$ cat config.mk
export PLATFORM = sky130hd
export DESIGN_NAME = uart_tx_arbiter
export DESIGN_NICKNAME = d
export VERILOG_FILES = /design/src/rtl/uart_pkg.sv /design/src/rtl/rr_arbiter.sv /design/src/rtl/uart_tx_arbiter.sv
export SDC_FILE = /design/constraint.sdc
export NUM_CORES = 1
export LEC_CHECK = 0
export ABC_CLOCK_PERIOD_IN_PS = 3560
export CAP_MARGIN = 5
export CORE_ASPECT_RATIO = 1.5
export CORE_UTILIZATION = 30
export CTS_CLUSTER_DIAMETER = 150
export CTS_CLUSTER_SIZE = 25
export DETAILED_ROUTE_END_ITERATION = 7
export DONT_BUFFER_PORTS = 1
export PLACE_DENSITY = 0.49
export SLEW_MARGIN = 20
export SYNTH_ARGS = -nofsm -noshare
export SYNTH_HDL_FRONTEND = slang
export SYNTH_SLANG_ARGS = --single-unit
$ cat constraint.sdc
create_clock -name clk -period 3.56 [get_ports clk]
set_input_delay 0.356 -clock clk [delete_from_list [all_inputs] [get_ports clk]]
set_output_delay 0.356 -clock clk [all_outputs]
set_load 0.02 [all_outputs]
$ cat src/rtl/uart_pkg.sv
// Shared definitions for the UART transmit path: arbiter state encoding and
// baud-rate helpers used to size timing parameters.
package uart_pkg;

    typedef enum logic [1:0] {
        StIdle,
        StSend,
        StWaitDone,
        StGap
    } arb_state_e;

    // Clocks per UART bit, rounded to nearest.
    function automatic int unsigned clk_per_bit(input int unsigned clk_rate,
                                                input int unsigned baud_rate);
        return (clk_rate + baud_rate / 2) / baud_rate;
    endfunction

endpackage

$ cat src/rtl/rr_arbiter.sv
// Combinational round-robin picker: first set request at or above ptr, with wrap.
// The parent registers the result.
module rr_arbiter #(
    parameter int unsigned N = 4,
    localparam int unsigned IdxW = (N > 1) ? $clog2(N) : 1
) (
    input  logic [N-1:0]    req,
    input  logic [IdxW-1:0] ptr,
    output logic [N-1:0]    gnt,
    output logic [IdxW-1:0] index,
    output logic            any
);

    logic [IdxW-1:0] cand;

    always_comb begin
        gnt   = '0;
        index = '0;
        any   = 1'b0;
        cand  = '0;
        for (int unsigned i = 0; i < N; i++) begin
            cand = IdxW'((32'(ptr) + i) % N);
            if (!any && req[cand]) begin
                any       = 1'b1;
                gnt[cand] = 1'b1;
                index     = cand;
            end
        end
    end

endmodule

$ cat src/rtl/uart_tx_arbiter.sv
// Packet-granular round-robin arbiter sharing one uart_tx among NUM_REQ byte
// sources, with a stall timeout and an idle gap between packets.
module uart_tx_arbiter
    import uart_pkg::*;
#(
    parameter int unsigned NUM_REQ        = 4,
    parameter int unsigned DATA_BITS      = 8,
    parameter int unsigned CLK_RATE       = 25_000_000,
    parameter int unsigned BAUD_RATE      = 115_200,
    parameter int unsigned GAP_CYCLES     = clk_per_bit(CLK_RATE, BAUD_RATE),
    parameter int unsigned TIMEOUT_CYCLES = 4096
) (
    input  logic                           clk,
    input  logic                           reset_n,
    input  logic [NUM_REQ-1:0]             req_valid,
    input  logic [NUM_REQ*DATA_BITS-1:0]   req_data,
    input  logic [NUM_REQ-1:0]             req_last,
    output logic [NUM_REQ-1:0]             req_ready,
    output logic                           tx_start,
    output logic [DATA_BITS-1:0]           tx_data,
    input  logic                           tx_busy,
    input  logic                           tx_done,
    output logic [NUM_REQ-1:0]             grant,
    output logic [$clog2(NUM_REQ)-1:0]     grant_id,
    output logic                           abort
);

    localparam int unsigned IdW  = $clog2(NUM_REQ);
    localparam int unsigned TmoW = $clog2(TIMEOUT_CYCLES + 1);
    localparam int unsigned GapW = (GAP_CYCLES > 0) ? $clog2(GAP_CYCLES + 1) : 1;

    arb_state_e         state_q, state_d;
    logic [NUM_REQ-1:0] grant_q, grant_d;
    logic [IdW-1:0]     grant_id_q, grant_id_d;
    logic [IdW-1:0]     rr_ptr_q, rr_ptr_d;
    logic               last_q, last_d;
    logic [TmoW-1:0]    tmo_cnt_q, tmo_cnt_d;
    logic [GapW-1:0]    gap_cnt_q, gap_cnt_d;

    logic [NUM_REQ-1:0]   arb_gnt;
    logic [IdW-1:0]       arb_idx;
    logic                 arb_any;
    logic                 g_valid;
    logic                 g_last;
    logic [DATA_BITS-1:0] g_data;
    logic                 timed_out;
    logic                 gap_done;

    rr_arbiter #(
        .N(NUM_REQ)
    ) u_rr_arbiter (
        .req  (req_valid),
        .ptr  (rr_ptr_q),
        .gnt  (arb_gnt),
        .index(arb_idx),
        .any  (arb_any)
    );

    // One-hot mux of the owner's byte stream.
    always_comb begin
        g_valid = 1'b0;
        g_last  = 1'b0;
        g_data  = '0;
        for (int i = 0; i < NUM_REQ; i++) begin
            if (grant_q[i]) begin
                g_valid = g_valid | req_valid[i];
                g_last  = g_last | req_last[i];
                g_data  = g_data | req_data[i*DATA_BITS +: DATA_BITS];
            end
        end
    end

    assign timed_out = (32'(tmo_cnt_q) == TIMEOUT_CYCLES);
    assign gap_done  = (32'(gap_cnt_q) + 32'd1 >= GAP_CYCLES);

    always_ff @(posedge clk or negedge reset_n) begin
        if (!reset_n) begin
            state_q    <= StIdle;
            grant_q    <= '0;
            grant_id_q <= '0;
            rr_ptr_q   <= '0;
            last_q     <= 1'b0;
            tmo_cnt_q  <= '0;
            gap_cnt_q  <= '0;
        end else begin
            state_q    <= state_d;
            grant_q    <= grant_d;
            grant_id_q <= grant_id_d;
            rr_ptr_q   <= rr_ptr_d;
            last_q     <= last_d;
            tmo_cnt_q  <= tmo_cnt_d;
            gap_cnt_q  <= gap_cnt_d;
        end
    end

    always_comb begin
        state_d    = state_q;
        grant_d    = grant_q;
        grant_id_d = grant_id_q;
        rr_ptr_d   = rr_ptr_q;
        last_d     = last_q;
        tmo_cnt_d  = tmo_cnt_q;
        gap_cnt_d  = gap_cnt_q;
        case (state_q)
            StIdle: begin
                if (arb_any) begin
                    grant_d    = arb_gnt;
                    grant_id_d = arb_idx;
                    rr_ptr_d   = (32'(arb_idx) == NUM_REQ - 1) ? '0 : arb_idx + 1'b1;
                    tmo_cnt_d  = '0;
                    state_d    = StSend;
                end
            end
            StSend: begin
                if (abort) begin
                    grant_d   = '0;
                    tmo_cnt_d = '0;
                    gap_cnt_d = '0;
                    state_d   = StGap;
                end else if (tx_start) begin
                    last_d    = g_last;
                    tmo_cnt_d = '0;
                    state_d   = StWaitDone;
                end else if (!g_valid) begin
                    tmo_cnt_d = tmo_cnt_q + 1'b1;
                end
            end
            StWaitDone: begin
                if (tx_done) begin
                    if (last_q) begin
                        grant_d   = '0;
                        gap_cnt_d = '0;
                        state_d   = StGap;
                    end else begin
                        state_d = StSend;
                    end
                end
            end
            StGap: begin
                if (gap_done) begin
                    gap_cnt_d = '0;
                    state_d   = StIdle;
                end else begin
                    gap_cnt_d = gap_cnt_q + 1'b1;
                end
            end
            default: state_d = StIdle;
        endcase
    end

    // The abort cycle takes priority over a late byte: no handshake is offered.
    always_comb begin
        req_ready = '0;
        tx_start  = 1'b0;
        tx_data   = '0;
        abort     = 1'b0;
        if (state_q == StSend) begin
            if (timed_out) begin
                abort = 1'b1;
            end else begin
                req_ready = tx_busy ? '0 : grant_q;
                tx_start  = g_valid & ~tx_busy;
                tx_data   = g_data;
            end
        end
    end

    assign grant    = grant_q;
    assign grant_id = grant_id_q;

endmodule

After elaboration in Yosys (flattened, before gate mapping)
Index checks and enable logic that the tools add are counted.
- memory bits (writable): 0
- bits in latches: 0
- bits in registers: 32
- bits of input ports: 44
- bits in read-only memories: 0
- memories kept: 0
- shift-type cells: 0
- equality and inequality tests: 12
- reduce and logical (&&, ||, !) cells: 20
- bitwise logic cells: 15
- $lt $le $gt $ge: 9
- mux-type cells: 72
- multiply operators: 0
- div/mod/pow operators: 0
- $add $sub $neg: 7
- operators by type and width (cell ; number):
    two-way mux 8 bit ; 10
    two-way mux 13 bit ; 4
    two-way mux 4 bit ; 11
    case mux 13 bit (2 select lines) ; 1
    two-way mux 1 bit ; 24
    bitwise OR 8 bit ; 3
    case mux 8 bit (3 select lines) ; 1
    two-way mux 2 bit ; 11
    adder 13 x 1 -> 13 bit, second input constant ; 1
    equality test 13 bit, second input constant ; 1
    < comparator 2 x 3 -> 1 bit, second input constant ; 4
    bitwise OR 4 bit ; 3
    case mux 4 bit (3 select lines) ; 1
    inequality test 2 bit, second input constant ; 5
    adder 8 x 1 -> 9 bit, second input constant ; 1
    >= comparator 9 x 8 -> 1 bit, second input constant ; 1
    adder 8 x 1 -> 8 bit, second input constant ; 1
    binary-select mux 1 bit (select 2 bit) ; 4
    demux 1 bit (select 2 bit) ; 4
    >= comparator 2 x 1 -> 1 bit, second input constant ; 4
    case mux 2 bit (4 select lines) ; 1
    AND reduction 4 bit ; 2
    logical AND 1 bit ; 7
    equality test 2 bit, second input constant ; 3
    15 further kinds ; 27

Depth between registers and ports, before layout
Gate-level depths: netlist of run 1.
- depth in word-level cells: 14
- depth in mapped cells: 10
- mapped depth without buffers: 8

Cells and area by module
From an unflattened synthesis of run 1, not the netlist that was laid out.
- cell total of the unflattened synthesis: 298
- area, all modules: 2677.6 µm²
- by module, submodules not included (module ; sequential area each (µm²) ; area an instance (µm²) ; times used ; cells each):
    uart_tx_arbiter ; 800.8 ; 2255.9 ; 1 ; 253
    rr_arbiter ; 0.0 ; 421.7 ; 1 ; 45

Worst setup path after synthesis of run 1
OpenSTA, ideal clock, no wires.
- path kind: flip-flop to flip-flop
- start point: register (tool-made name)
- end point: register grant_q[3] (netlist: grant[3])
- cell stages (with the launch flop): 11
- slack: 0.958 ns
- library setup time: 0.066 ns
- arrival: 2.536 ns
- path through: dfrtp_1 > buf_2 > inv_1 > ha_1 > clkbuf_1 > or3b_2 > a211o_1 > a21oi_1 > a31oi_1 > o221ai_1 > a22o_1
- RTL lines (element ; line ; RTL):
    end signal, assigned ; uart_tx_arbiter.sv:87 ; grant_q <= grant_d;
    end, declared ; uart_tx_arbiter.sv:33 ; logic [NUM_REQ-1:0] grant_q, grant_d;

Worst setup path in the final report of run 1
- start point: register tmo_cnt_q[0]
- end point: register gap_cnt_q[3]
- longest elaborated chain between the ends: 5
- RTL lines (element ; line ; RTL):
    start, declared ; uart_tx_arbiter.sv:37 ; logic [TmoW-1:0] tmo_cnt_q, tmo_cnt_d;
    start signal, assigned ; uart_tx_arbiter.sv:91 ; tmo_cnt_q <= tmo_cnt_d;
    equality test 13 bit ; uart_tx_arbiter.sv:73 ; assign timed_out = (32'(tmo_cnt_q) == TIMEOUT_CYCLES);
    two-way mux 1 bit ; uart_tx_arbiter.sv:158 ; if (timed_out) begin
    two-way mux 1 bit ; uart_tx_arbiter.sv:157 ; if (state_q == StSend) begin
    inequality test 2 bit (no source line) ; n/a ;
    AND reduction 4 bit (no source line) ; n/a ;
    end signal, assigned ; uart_tx_arbiter.sv:92 ; gap_cnt_q <= gap_cnt_d;
    end, declared ; uart_tx_arbiter.sv:38 ; logic [GapW-1:0] gap_cnt_q, gap_cnt_d;
No other way between the ends.
A chain may end at the register's enable or synchronous reset.

==> summary.txt, run 1 <==
Outcome
  • Outcome: finished, final reports clean

Yosys
  • Post-synth cell types: 58
  • Avg Cell Area, Syn: roughly 8.4 um2
  • Post-synthesis sequential area ratio: 0.301
  • FF+latch count, synth: 32
  • Synthesis Warnings: 0
  • Number of flops mapped to enable cells by yosys: 0
  • Syn Nets: 377
  • Synth Instances: about 320
  • FFs w/ async S/R, synth: 1.00
  • Most used DFF post-synth: dfrtp_1
  • Synth Cell Area: 0.00266 mm2

Cells and area
  • Final #Nets: around 370
  • # diodes: 0
  • Final Core Density: 0.345
  • Area Overhead vs Synth: 10.6%
  • Register area: ~800 um2
  • Multi-input gate area: 0.00170 mm2
  • Final Instance Count excl. Fillers: between 400 and 500
  • Fill count: ~900
  • Share of cells above drive strength 1: 0.0987
  • Cell area after layout: 0.00294 mm2

Pwr
  • Sw frac: 0.207
  • Cell leakage power: 1.16 nW
  • Sequential share of power: 0.443
  • NetSw: 0.170 mW
  • Peak VDD IR: 0.182 mV
  • Clock share of power: 0.522
  • Combinational Power Share: 0.035
  • Total power after layout: ~0.82 mW
  • Power Density: 279 mW/mm2
  • Internal: between 0.6 and 0.7 mW

Worst setup path
  • Reg2Reg Depth: 9
  • Worst path max stage delay: around 0.48 ns
  • Reg-to-reg setup timing slack: 0.92 ns
  • Worst EP required: 3.76 ns
  • Critical path capture point type: register
  • Arr. time, crit path: approximately 2.8 ns
  • Max stage delay cell, worst path: or4b_4
  • Cell Chain, Critical Path: inv_1 > ha_1 > or4b_4 > o31ai_4 > buf_4 > nand3b_2 > or3_1 > a21boi_1 > o21ai_1
  • Kind of critical path: reg -> reg
  • Crit start category: register
  • Worst reg2reg path startpoint: tmo_cnt_q[0]$_DFFE_PN0P_
  • R2R Path End: gap_cnt_q[3]$_DFFE_PN0P_
  • Critical path peak fanout: 16

Timing
  • Crit path time final: 2.64 ns
  • RSZ-0062 raised after global routing: no
  • Slew Limit Fails: 0
  • Slew HR: 0.412
  • Setup ws final: 0.925 ns
  • Clk_skew: 0.00596 ns
  • Tightest Pin Transition: 0.875 ns
  • WHS: 0.354 ns
  • Final Hold Fails: 0
  • Max Clk Rate: 0.379 GHz
  • Fin crit share: 0.740
  • Setup TNS: 0 ns
  • # setup viols final: 0

Run
  • Max cap viols: 0

Clocking
  • # H-tree levels: 2
  • CTS Sinks: 32
  • Clk buf depth: 2
  • CTS buffer count: 5
  • Post-CTS Setup Repair Bufs: 0
  • Root Driver: clkbuf_16
  • TritonCTS clock tree: yes
  • Clock latency on the worst-skew pair: 0.27 ns
  • Clock-pin slew on the worst setup and hold paths: 0.05 ns

Placement
  • Placed inst area: 0.00276 mm2
  • Setup slack at placement: around 0.94 ns
  • # port buffers: 0
  • Routability Congestion: 0.772
  • Placed cells: approximately 410
  • Hpwl dp: between 5 and 6 mm

GRT
  • Largest net degree at the start of global routing: 33
  • Global route overflow: 0
  • Overall routing resource usage: 0.156
  • First-pass GRT wire length: 11.7 mm
  • Number of global-route vias before repair: 2307
  • Initial antenna violation count: 0

Die
  • FP Rows: 41
  • Die height: about 120 um
  • Die footprint: slightly above 0.009 mm2
  • Die W: 78.9 um
  • Ports: 64
  • Initial Util: 0.312
  • Core footprint: between 0.008 and 0.009 mm2

Hold path
  • Hold Startpoint: req_last[1]
  • Hold Path Depth: 2
  • Hold Crit Class: in -> reg
  • Hold Path End: last_q$_DFFE_PN0P_

Detailed routing
  • Drt initial violations: 164
  • Drc violations: 0
  • Detailed-route wire length: about 6.9 mm
  • Routed Antenna Nets: 0
  • Via density per instance: slightly below 6
  • Routed length per instance: 16.3 um
  • Via count: 2443
  • Drt first pass iters: 4
==> critical path, delay by kind of cell, from the launching register on <==
family	cells	cell delay, ns
DFF	1	0.43
adders and majority gates	1	0.13
buffers and inverters	2	0.31
and+or+nand+nor	3	1.19
AOI/OAI and AO/OA	3	0.50
==> power groups by stage <==
| stage | combinational [mW] | sequential [mW] | clock, mW |
|---|---|---|---|
| detailed placement | 0.0184 | 0.370 | 0 |
| finish | 0.0291 | 0.364 | 0.429 |
| global placement | 0.0184 | 0.370 | 0 |
| floorplan | 0.0212 | 0.370 | 0 |
| global route | 0.0333 | 0.364 | 0.459 |
| CTS | 0.0303 | 0.364 | 0.445 |
==> sequential cells by signal (all words and copies together) (netlist names), named ones only <==
signal and count:
last_q 1, rr_ptr_q 1, grant_id 2, state_q 2, grant 4, gap_cnt_q 8
tmo_cnt_q 13
==> how the worst max path moves through the flow <==
| stage | from | endpoint | cells after the start | slack, ns |
|---|---|---|---|---|
| 3_5_place_dp | tmo_cnt_q[0]$_DFFE_PN0P_ | gap_cnt_q[3]$_DFFE_PN0P_ | 9 | 0.94 |
| 6_report | tmo_cnt_q[0]$_DFFE_PN0P_ | gap_cnt_q[3]$_DFFE_PN0P_ | 9 | 0.92 |
| 5_1_grt | rr_ptr_q[1]$_DFFE_PN0P_ | rr_ptr_q[1]$_DFFE_PN0P_ | 8 | 0.72 |
| 4_1_cts | tmo_cnt_q[0]$_DFFE_PN0P_ | gap_cnt_q[3]$_DFFE_PN0P_ | 9 | 0.92 |
| 2_1_floorplan | register | grant[3]$_DFFE_PN0P_ | 10 | 0.96 |
| 3_3_place_gp | tmo_cnt_q[0]$_DFFE_PN0P_ | gap_cnt_q[3]$_DFFE_PN0P_ | 9 | 0.94 |
==> repair_timing <==
| action | 4_1_cts | 5_1_grt |
|---|---|---|
| hold buffers | 2 | 0 |
| endpoints found under the hold margin | 32 | 0 |
| setup endpoints to repair | 0 | 0 |
| resized for setup | 0 | 0 |
==> cell usage after synthesis, types with 2 or more instances <==
library cell / n / share of area
a211o_1: 2 / 0.0066
a21oi_1: 13 / 0.024
a22o_1: 5 / 0.016
a22oi_1: 23 / 0.065
a31oi_1: 8 / 0.019
and3_1: 8 / 0.019
buf_2: 7 / 0.013
clkbuf_1: 13 / 0.018
dfrtp_1: 32 / 0.30
ha_1: 16 / 0.075
inv_1: 19 / 0.027
mux2i_1: 4 / 0.015
mux4_2: 3 / 0.025
nand2_1: 28 / 0.040
nand2b_1: 6 / 0.014
nand3_1: 14 / 0.026
nand3b_1: 2 / 0.0056
nand4_1: 6 / 0.014
nor2_1: 19 / 0.027
nor2b_1: 4 / 0.0094
nor3_1: 8 / 0.015
nor4_1: 3 / 0.0071
o211a_1: 2 / 0.0075
o21ai_0: 21 / 0.040
o21ai_1: 3 / 0.0056
o221ai_1: 5 / 0.016
o22ai_1: 3 / 0.0071
o31ai_1: 5 / 0.014
o32ai_1: 2 / 0.0066
o41ai_1: 2 / 0.0066
or3_1: 2 / 0.0047
or4b_4: 2 / 0.010
xnor2_1: 2 / 0.0066
==> cell type report <==
cell class / count / area share
Clock buffer: 6 / 0.0472
Clock inverter: 2 / 0.00340
Inverter: 19 / 0.0242
Multi-Input combinational cell: 246 / 0.579
Sequential cell: 32 / 0.272
Tap cell: 107 / 0.0455
Timing Repair Buffer: 9 / 0.0281
==> placed cells by master, fill, tap and decap left out, types with 6 or more instances in the layout <==
| cell type | Yosys | routed |
|---|---|---|
| and3_1 | 8 | 8 |
| dfrtp_1 | 32 | 32 |
| nand2_1 | 28 | 28 |
| a22oi_1 | 23 | 23 |
| ha_1 | 16 | 16 |
| a21oi_1 | 13 | 13 |
| o21ai_0 | 21 | 21 |
| nand3_1 | 14 | 14 |
| nand4_1 | 6 | 6 |
| a31oi_1 | 8 | 8 |
| nor3_1 | 8 | 8 |
| nor2_1 | 19 | 19 |
| buf_4 | 0 | 7 |
| inv_1 | 19 | 19 |
| nand2b_1 | 6 | 6 |
==> routing by layer <==
layer  wire, um  up-vias  track usage
li1           -     1191            -
met1       3020     1185        0.194
met2       3450       63        0.264
met3        341        4       0.0366
met4         68        0       0.0455
met5          0        -            0
==> cell families (layout without fill, tap and decap cells) <==
group,Yosys count,after routing,synth area share
muxes,8,8,0.0447
AOI/OAI and AO/OA,108,108,0.288
buffers and inverters,39,36,0.0583
adders and majority gates,16,16,0.0753
DFF,32,32,0.301
xor gates and xnor gates,3,3,0.00988
and+or+nand+nor,111,111,0.222
Note: power is estimated with default switching activity, not from simulation.
==> inputs of run 2 (changes only) <==
ABC_CLOCK_PERIOD_IN_PS = 2710   (was 3560)
clock period = 2.71 ns   (was 3.56 ns; I/O delays follow)
==> summary.txt, run 2 (same netlist as run 1, synthesis figures left out) <==
Outcome
  • Outcome: finished, final reports clean

Hold path
  • Hold Path End: last_q$_DFFE_PN0P_
  • Hold Path Depth: 2 (unchanged)
  • Hold Crit Class: in -> reg
  • Hold Startpoint: req_last[3]

Timing
  • # setup viols final: 0 (unchanged)
  • Final Hold Fails: 0 (unchanged)
  • Crit path time final: 2.42 ns (-0.218 ns)
  • Slew HR: 0.603 (+0.191)
  • Clk_skew: 0.00341 ns (-0.00255 ns)
  • Fin crit share: 0.892 (+0.152)
  • Slew Limit Fails: 0 (unchanged)
  • Tightest Pin Transition: 0.596 ns (-0.279 ns)
  • RSZ-0062 raised after global routing: no
  • Setup TNS: 0 ns (unchanged)
  • Max Clk Rate: 0.414 GHz (+9.0%)

Worst setup path
  • Crit start category: register
  • Max stage delay cell, worst path: or4b_4
  • Buf/Inv on CP: 1 (-1)
  • Worst EP required: 2.91 ns (-0.85 ns)
  • Family with the most delay on the worst path: simple AND/OR/NAND/NOR gates
  • Cell Chain, Critical Path: inv_1 > ha_1 > or4b_4 > o31ai_4 > nand3b_2 > or3_1 > a21boi_1 > o21ai_1
  • Worst reg2reg path startpoint: tmo_cnt_q[0]$_DFFE_PN0P_
  • Critical path capture point type: register
  • R2R Path End: gap_cnt_q[3]$_DFFE_PN0P_
  • Worst path max stage delay: 0.48 ns (about the same)
  • Reg-to-reg setup timing slack: 0.29 ns (-0.63 ns)
  • Reg2Reg Depth: 8 (-1)
  • Kind of critical path: reg -> reg
  • Cell depth of the worst setup path: 8 (-1)
  • Critical path peak fanout: 10 (-6)
  • Arr. time, crit path: 2.62 ns (-0.22 ns)

GRT
  • GR peak layer: met2
  • Number of global-route vias before repair: 2380 (+3.2%)
  • Global route overflow: 0 (unchanged)
  • Global-route track usage on met3: 0.0335 (-0.00311)
  • Grt met1 use: 0.186 (-0.00751)
  • First-pass GRT wire length: 11.7 mm (+0.64%)
  • Largest net degree at the start of global routing: 33 (unchanged)
  • Initial antenna violation count: 0 (unchanged)
  • Overall routing resource usage: 0.158 (+0.00264)
  • Met2 usage: 0.280 (+0.0168)

Detailed routing
  • Routed length per instance: 16.4 um (+0.33%)
  • Via density per instance: 5.68 (-2.1%)
  • Drc violations: 0 (unchanged)
  • Routed Antenna Nets: 0 (unchanged)
  • Drt first pass iters: 4 (unchanged)
  • Detailed-route wire length: 7.03 mm (+2.2%)
  • Drt initial violations: 176 (+7.3%)
  • Via count: 2437 (-0.25%)

Die
  • Ports: 64 (unchanged)
  • Die footprint: 0.00926 mm2 (unchanged)
  • Core footprint: 0.00852 mm2 (unchanged)
  • Die W: 78.9 um (unchanged)
  • Die height: 117 um (unchanged)
  • Initial Util: 0.312 (unchanged)
  • FP Rows: 41 (unchanged)

Clocking
  • CTS buffer count: 5 (unchanged)
  • Clk buf depth: 2 (unchanged)
  • CTS Sinks: 32 (unchanged)
  • TritonCTS clock tree: yes
  • # H-tree levels: 2 (unchanged)
  • Post-CTS Setup Repair Bufs: 0 (unchanged)
  • Clock latency on the worst-skew pair: 0.27 ns (about the same)
  • Root Driver: clkbuf_16
  • Clock-pin slew on the worst setup and hold paths: 0.05 ns (about the same)

Placement
  • Hpwl dp: 5.25 mm (+4.2%)
  • # port buffers: 0 (unchanged)
  • Placed inst area: 0.00282 mm2 (+2.2%)
  • Routability Congestion: 0.817 (+5.8%)

Cells and area
  • Most frequent cells in the layout: 32 x dfrtp_1, 28 x nand2_1, 23 x a22oi_1
  • Final #Nets: 381 (+2.1%)
  • Largest register FFs: 13 (unchanged)
  • Area Overhead vs Synth: 14.1%
  • Commonest non-fill, non-tap cell in the layout: dfrtp_1
  • Biggest register: tmo_cnt_q
  • # diodes: 0 (unchanged)
  • Share of cells above drive strength 1: 0.121 (+0.0224)
  • Cell area after layout: 0.00304 mm2 (+3.2%)

Run
  • Max cap viols: 0 (unchanged)

Pwr
  • Cell leakage power: 1.22 nW (+4.7%)
  • Power Density: 397 mW/mm2 (+42%)
  • Peak VDD IR: 0.357 mV (+96%)
run 2: timing repair:
item | in CTS | in global routing
resized for setup | 0 | 0
hold buffers | 2 | 0
endpoints found under the hold margin | 32 | 0
run 2: how the worst max path moves through the flow:
stage	startpoint	endpoint	slack, ns
4_1_cts	tmo_cnt_q[0]$_DFFE_PN0P_	gap_cnt_q[3]$_DFFE_PN0P_	0.27
6_report	tmo_cnt_q[0]$_DFFE_PN0P_	gap_cnt_q[3]$_DFFE_PN0P_	0.29
5_1_grt	gap_cnt_q[1]$_DFFE_PN0P_	gap_cnt_q[2]$_DFFE_PN0P_	0.06
3_5_place_dp	tmo_cnt_q[0]$_DFFE_PN0P_	gap_cnt_q[3]$_DFFE_PN0P_	0.29
2_1_floorplan	register	grant[3]$_DFFE_PN0P_	0.11
3_3_place_gp	gap_cnt_q[1]$_DFFE_PN0P_	gap_cnt_q[2]$_DFFE_PN0P_	0.37
run 2: metrics by stage:
stage                util  hold slack, ns  worst slack, ns  cells  power (mW)
floorplan               -         -0.0246            0.108    317       0.515
global placement    0.331         -0.0230            0.374    419       0.511
detailed placement  0.331         -0.0228            0.294    419       0.511
CTS                 0.356           0.265            0.272    429        1.22
global route        0.356           0.262           0.0616    429        1.25
finish              0.356           0.271            0.293    429        1.20
run 2: cell type report:
type | instances | area [um2]
fill | 896 | 5480
multi-input combinational | 246 | 1700
sequential | 32 | 801
clock buffer | 7 | 153
timing repair buffer | 17 | 143
tap | 107 | 134
inverter | 19 | 71.3
clock inverter | 1 | 30.0
run 2: layer usage:
layer / wire, um / up-vias
li1: - / 1206
met1: 2980 / 1159
met2: 3590 / 65
met3: 364 / 7
met4: 96 / 0
met5: 0 / -
run 2: worst register-to-register path: stages (launching register included):
cell,delay [ns]
dfrtp_1,0.42
inv_1,0.08
ha_1,0.13
or4b_4,0.48
o31ai_4,0.34
nand3b_2,0.24
or3_1,0.39
a21boi_1,0.13
o21ai_1,0.13
run 2: power by group:
part           internal [mW]  total (mW)  switching, mW
clock network          0.484       0.687          0.203
registers              0.478       0.478              0
logic                 0.0161      0.0387         0.0226
total                  0.978        1.20          0.226
==> variant 1 (flow settings as in run 2) <==
`NUM_REQ`: 4 -> 16.
--- a/src/rtl/uart_tx_arbiter.sv
+++ b/src/rtl/uart_tx_arbiter.sv
@@ -3,7 +3,7 @@
 module uart_tx_arbiter
     import uart_pkg::*;
 #(
-    parameter int unsigned NUM_REQ        = 4,
+    parameter int unsigned NUM_REQ        = 16,
     parameter int unsigned DATA_BITS      = 8,
     parameter int unsigned CLK_RATE       = 25_000_000,
     parameter int unsigned BAUD_RATE      = 115_200,
Interface: changed (6 resized); port bits go from 64 to 210. The function was not compared with the original's and may differ.
==> variant 1 against run 2 <==
- the flow now finishes with violations (setup timing)
- die area rose to 2.9 times the old value
- cell count rose to 4.1 times the old value
- count of clock-buffer cells in the layout down 1
- first-iteration DRC count rose to 6.4 times the old value
- setup slack worse by 1.5 ns
- sequential cell count up 16
- via count rose to 4.6 times the old value
- cell area rose to 4.1 times the old value
- utilization up 13 points
- wire length rose to 6.9 times the old value
- area after synthesis rose to 3.0 times the old value
- critical endpoint is now grant[10]$_DFFE_PN0P_
- largest cell class unchanged
- highest routed layer is now met5
Power is left out: it rests on default switching activity, and per cell area and clock period it moved more than threefold.
==> variant 1: results <==
set metrics [dict create \
    synth_compound_area_frac 0.331 \
    drt-total-wl_um 48200 \
    path_clk_slew_ns 0.07 \
    grt_max_degree 49 \
    drive_above_1_share 0.448 \
    inverters_excl_clock 24 \
    dp_hpwl_um 37000 \
    synthAdderAreaFrac 0.0349 \
    status "finished, violations left" \
    finalSetupViolCount 39 \
    yosysSeqAreaShare 0.152 \
    wl_met2_um 22500 \
    violations "setup timing" \
    layout.nonclk_buf_frac 0.276 \
    drtIter0Drc 1130 \
    synthDistinctLibCells 79 \
    yosysMostFrequentCell "nand2_1" \
    first_pass_iters 7 \
    post_cts_buffers 33 \
    timing.final.ws_setup_ns -1.24 \
    arrival_ns 4.20 \
    cpLargestDelayFamily "multiplexers" \
    synth.avg_cell_area_um2 7.47 \
    wl_met3_um 4350 \
    nMultiInputCombCells 909 \
    clock_buffers 6 \
    ys_seq_elements 48 \
    grt_usage 0.343 \
]
## variant 1: cell types whose count changed after synthesis, moves of 18 or more
cell / before / now
nand3_1: 14 / 80
a31oi_1: 8 / 26
clkbuf_1: 13 / 53
and3_1: 8 / 27
a21oi_1: 13 / 32
a22o_1: 5 / 40
a221oi_1: 0 / 29
mux2_2: 1 / 29
o21ai_0: 21 / 51
nor2_1: 19 / 103
mux2i_1: 4 / 23
and2_1: 0 / 20
nor3_1: 8 / 37
nand2_1: 28 / 118
## variant 1: final timing paths
path | startpoint | end | slack (ns) | cells past startpoint
hold reg to reg | gap_cnt_q[7]$_DFFE_PN0P_ | gap_cnt_q[7]$_DFFE_PN0P_ | 0.53 | 2
setup reg to reg | rr_ptr_q[0]$_DFFE_PN0P_ | grant[10]$_DFFE_PN0P_ | -1.24 | 16
max in group asynchronous | reset_n | grant[4]$_DFFE_PN0P_ | 1.98 | 2
setup / recovery | rr_ptr_q[0]$_DFFE_PN0P_ | grant[10]$_DFFE_PN0P_ | -1.24 | 16
min in group asynchronous | reset_n | grant_id[0]$_DFFE_PN0P_ | 0.45 | 2
hold / removal | req_last[9] | last_q$_DFFE_PN0P_ | 0.30 | 4
## variant 1: logic make-up after synthesis
| group | Yosys count |
|---|---|
| compound gates | 354 |
| xor+xnor | 24 |
| fa+ha+maj | 22 |
| buf+inv | 99 |
| flops | 48 |
| mux | 71 |
| simple gates | 437 |
## variant 1: through the flow
step                setup WS [ns]   util  hold slack, ns  cell area, µm²  TNS, ns
CTS                         -1.18  0.461           0.298           11900   -42.77
finish                      -1.24  0.485           0.302           12500   -44.88
global route                -1.42  0.485           0.327           12500   -48.91
detailed placement          -1.46  0.424         -0.0240           10900   -50.72
floorplan                   -1.39      -         -0.0246            8050   -43.23
global placement            -1.52  0.424         -0.0237           10900   -50.01
==> variant 2 (config.mk and constraints of run 2) <==
Made on the original files. Make the reset (`reset_n`) synchronous in one clocked block.
--- a/src/rtl/uart_tx_arbiter.sv
+++ b/src/rtl/uart_tx_arbiter.sv
@@ -73,7 +73,7 @@
     assign timed_out = (32'(tmo_cnt_q) == TIMEOUT_CYCLES);
     assign gap_done  = (32'(gap_cnt_q) + 32'd1 >= GAP_CYCLES);
 
-    always_ff @(posedge clk or negedge reset_n) begin
+    always_ff @(posedge clk) begin
         if (!reset_n) begin
             state_q    <= StIdle;
             grant_q    <= '0;
Formal check against the unedited RTL: differs if reset_n is asserted again (counterexample within 4 cycles, from zero or initial values and one cycle with reset_n low); with reset_n held inactive, the same outputs for 4 cycles.
==> variant 2 against run 2 <==
- count of clock-buffer cells in the layout is 1 lower
- wire length fell by 9.8%
- critical endpoint is now tx_start
- cell area shrank 7.0%
- sequential cell count stayed put
- critical path depth is 1 lower
- die area down 5.3%
- setup slack got worse by 0.069 ns
- largest cell class unchanged
- area after synthesis shrank 5.5%
Power is not compared: it rests on default switching activity, and its combinational part moved more than twofold at a synthesized area within 25%.
==> variant 2: results <==
set metrics [dict create \
    muxShareOfSynthArea 0.0488 \
    timing.hold.worst_path_depth 1 \
    grt_pass1_vias 2269 \
    grt_usage 0.146 \
    clock_skew_ns 0.00598 \
    yosysSeqAreaShare 0.255 \
    synth_xor_area_frac 0.0522 \
    hold_start "reset_n" \
    synth.avg_cell_area_um2 7.98 \
    dpl-instance-area_mm2 0.00268 \
    gr-usage-met2 0.285 \
    arrival_ns 2.21 \
    wire_per_inst_um 15.0 \
    synth_compound_area_frac 0.295 \
    path_clk_slew_ns 0.05 \
    reg2reg_slack_ns 0.35 \
    final_core_util 0.350 \
    n_fill_cell 850 \
    synthAdderAreaFrac 0.0746 \
    r2r-end "tmo_cnt_q[10]$_SDFFE_PN0P_" \
    numPlacedInstances 415 \
    drive_above_1_share 0.123 \
    holdPathEnd "gap_cnt_q[6]$_SDFFE_PN0P_" \
    drtIter0Drc 110 \
    rr_startpoint "tmo_cnt_q[1]$_SDFFE_PN0P_" \
    dp_hpwl_um 4790 \
    async_flop_share 0 \
    fin_nets 376 \
    max_slew_margin 0.544 \
    grt_pass1_wl_um 10200 \
    crit_fanout 14 \
    status "completed" \
    gp_congestion 0.814 \
    use_met1 0.147 \
    vias_per_cell 5.58 \
    gr-usage-met3 0.0319 \
    syn_nets 374 \
]
[variant 2: cell type report]
class | count | area share
Multi-Input combinational cell | 248 | 0.614
Clock inverter | 2 | 0.00354
Timing Repair Buffer | 15 | 0.0399
Tap cell | 105 | 0.0465
Sequential cell | 32 | 0.227
Clock buffer | 6 | 0.0492
Inverter | 15 | 0.0199
[variant 2: where the power goes]
group	switching, mW	internal (mW)	leakage [nW]
Clock	0.208	0.362	0.0766
Sequential	0.0630	0.539	0.260
Combinational	0.806	0.528	0.671
[variant 2: routing by layer]
metal,vias to the layer above,routed length [µm]
met5,-,0
met4,0,140
met3,14,280
met2,80,3260
met1,1104,2660
li1,1161,-
[variant 2: how the worst max path moves through the flow]
stage                                    startpoint                    endpoint  cells past startpoint
after CTS                 tmo_cnt_q[1]$_SDFFE_PN0P_                    tx_start                      7
after floorplan                           flip-flop                   flip-flop                      9
after global placement    tmo_cnt_q[1]$_SDFFE_PN0P_  tmo_cnt_q[10]$_SDFFE_PN0P_                      8
after global routing      tmo_cnt_q[1]$_SDFFE_PN0P_                    tx_start                      7
final                     tmo_cnt_q[1]$_SDFFE_PN0P_                    tx_start                      7
after detailed placement  tmo_cnt_q[1]$_SDFFE_PN0P_  tmo_cnt_q[10]$_SDFFE_PN0P_                      8
[variant 2: logic make-up (layout without fill, tap and decap cells)]
logic type                 after synthesis  count (layout)
muxes                                    7               7
DFF                                     32              32
adders and majority gates               15              15
and+or+nand+nor                        107             107
buffers and inverters                   35              38
xor gates and xnor gates                15              15
AOI/OAI and AO/OA                      104             104
[variant 2: stage by stage]
stage	hold slack, ns	power, mW	setup WS [ns]
floorplan	0.457	1.64	0.241
global placement	0.394	1.94	0.377
detailed placement	0.398	1.95	0.337
CTS	0.109	2.52	0.206
global route	0.117	2.69	0.0884
finish	0.115	2.51	0.224
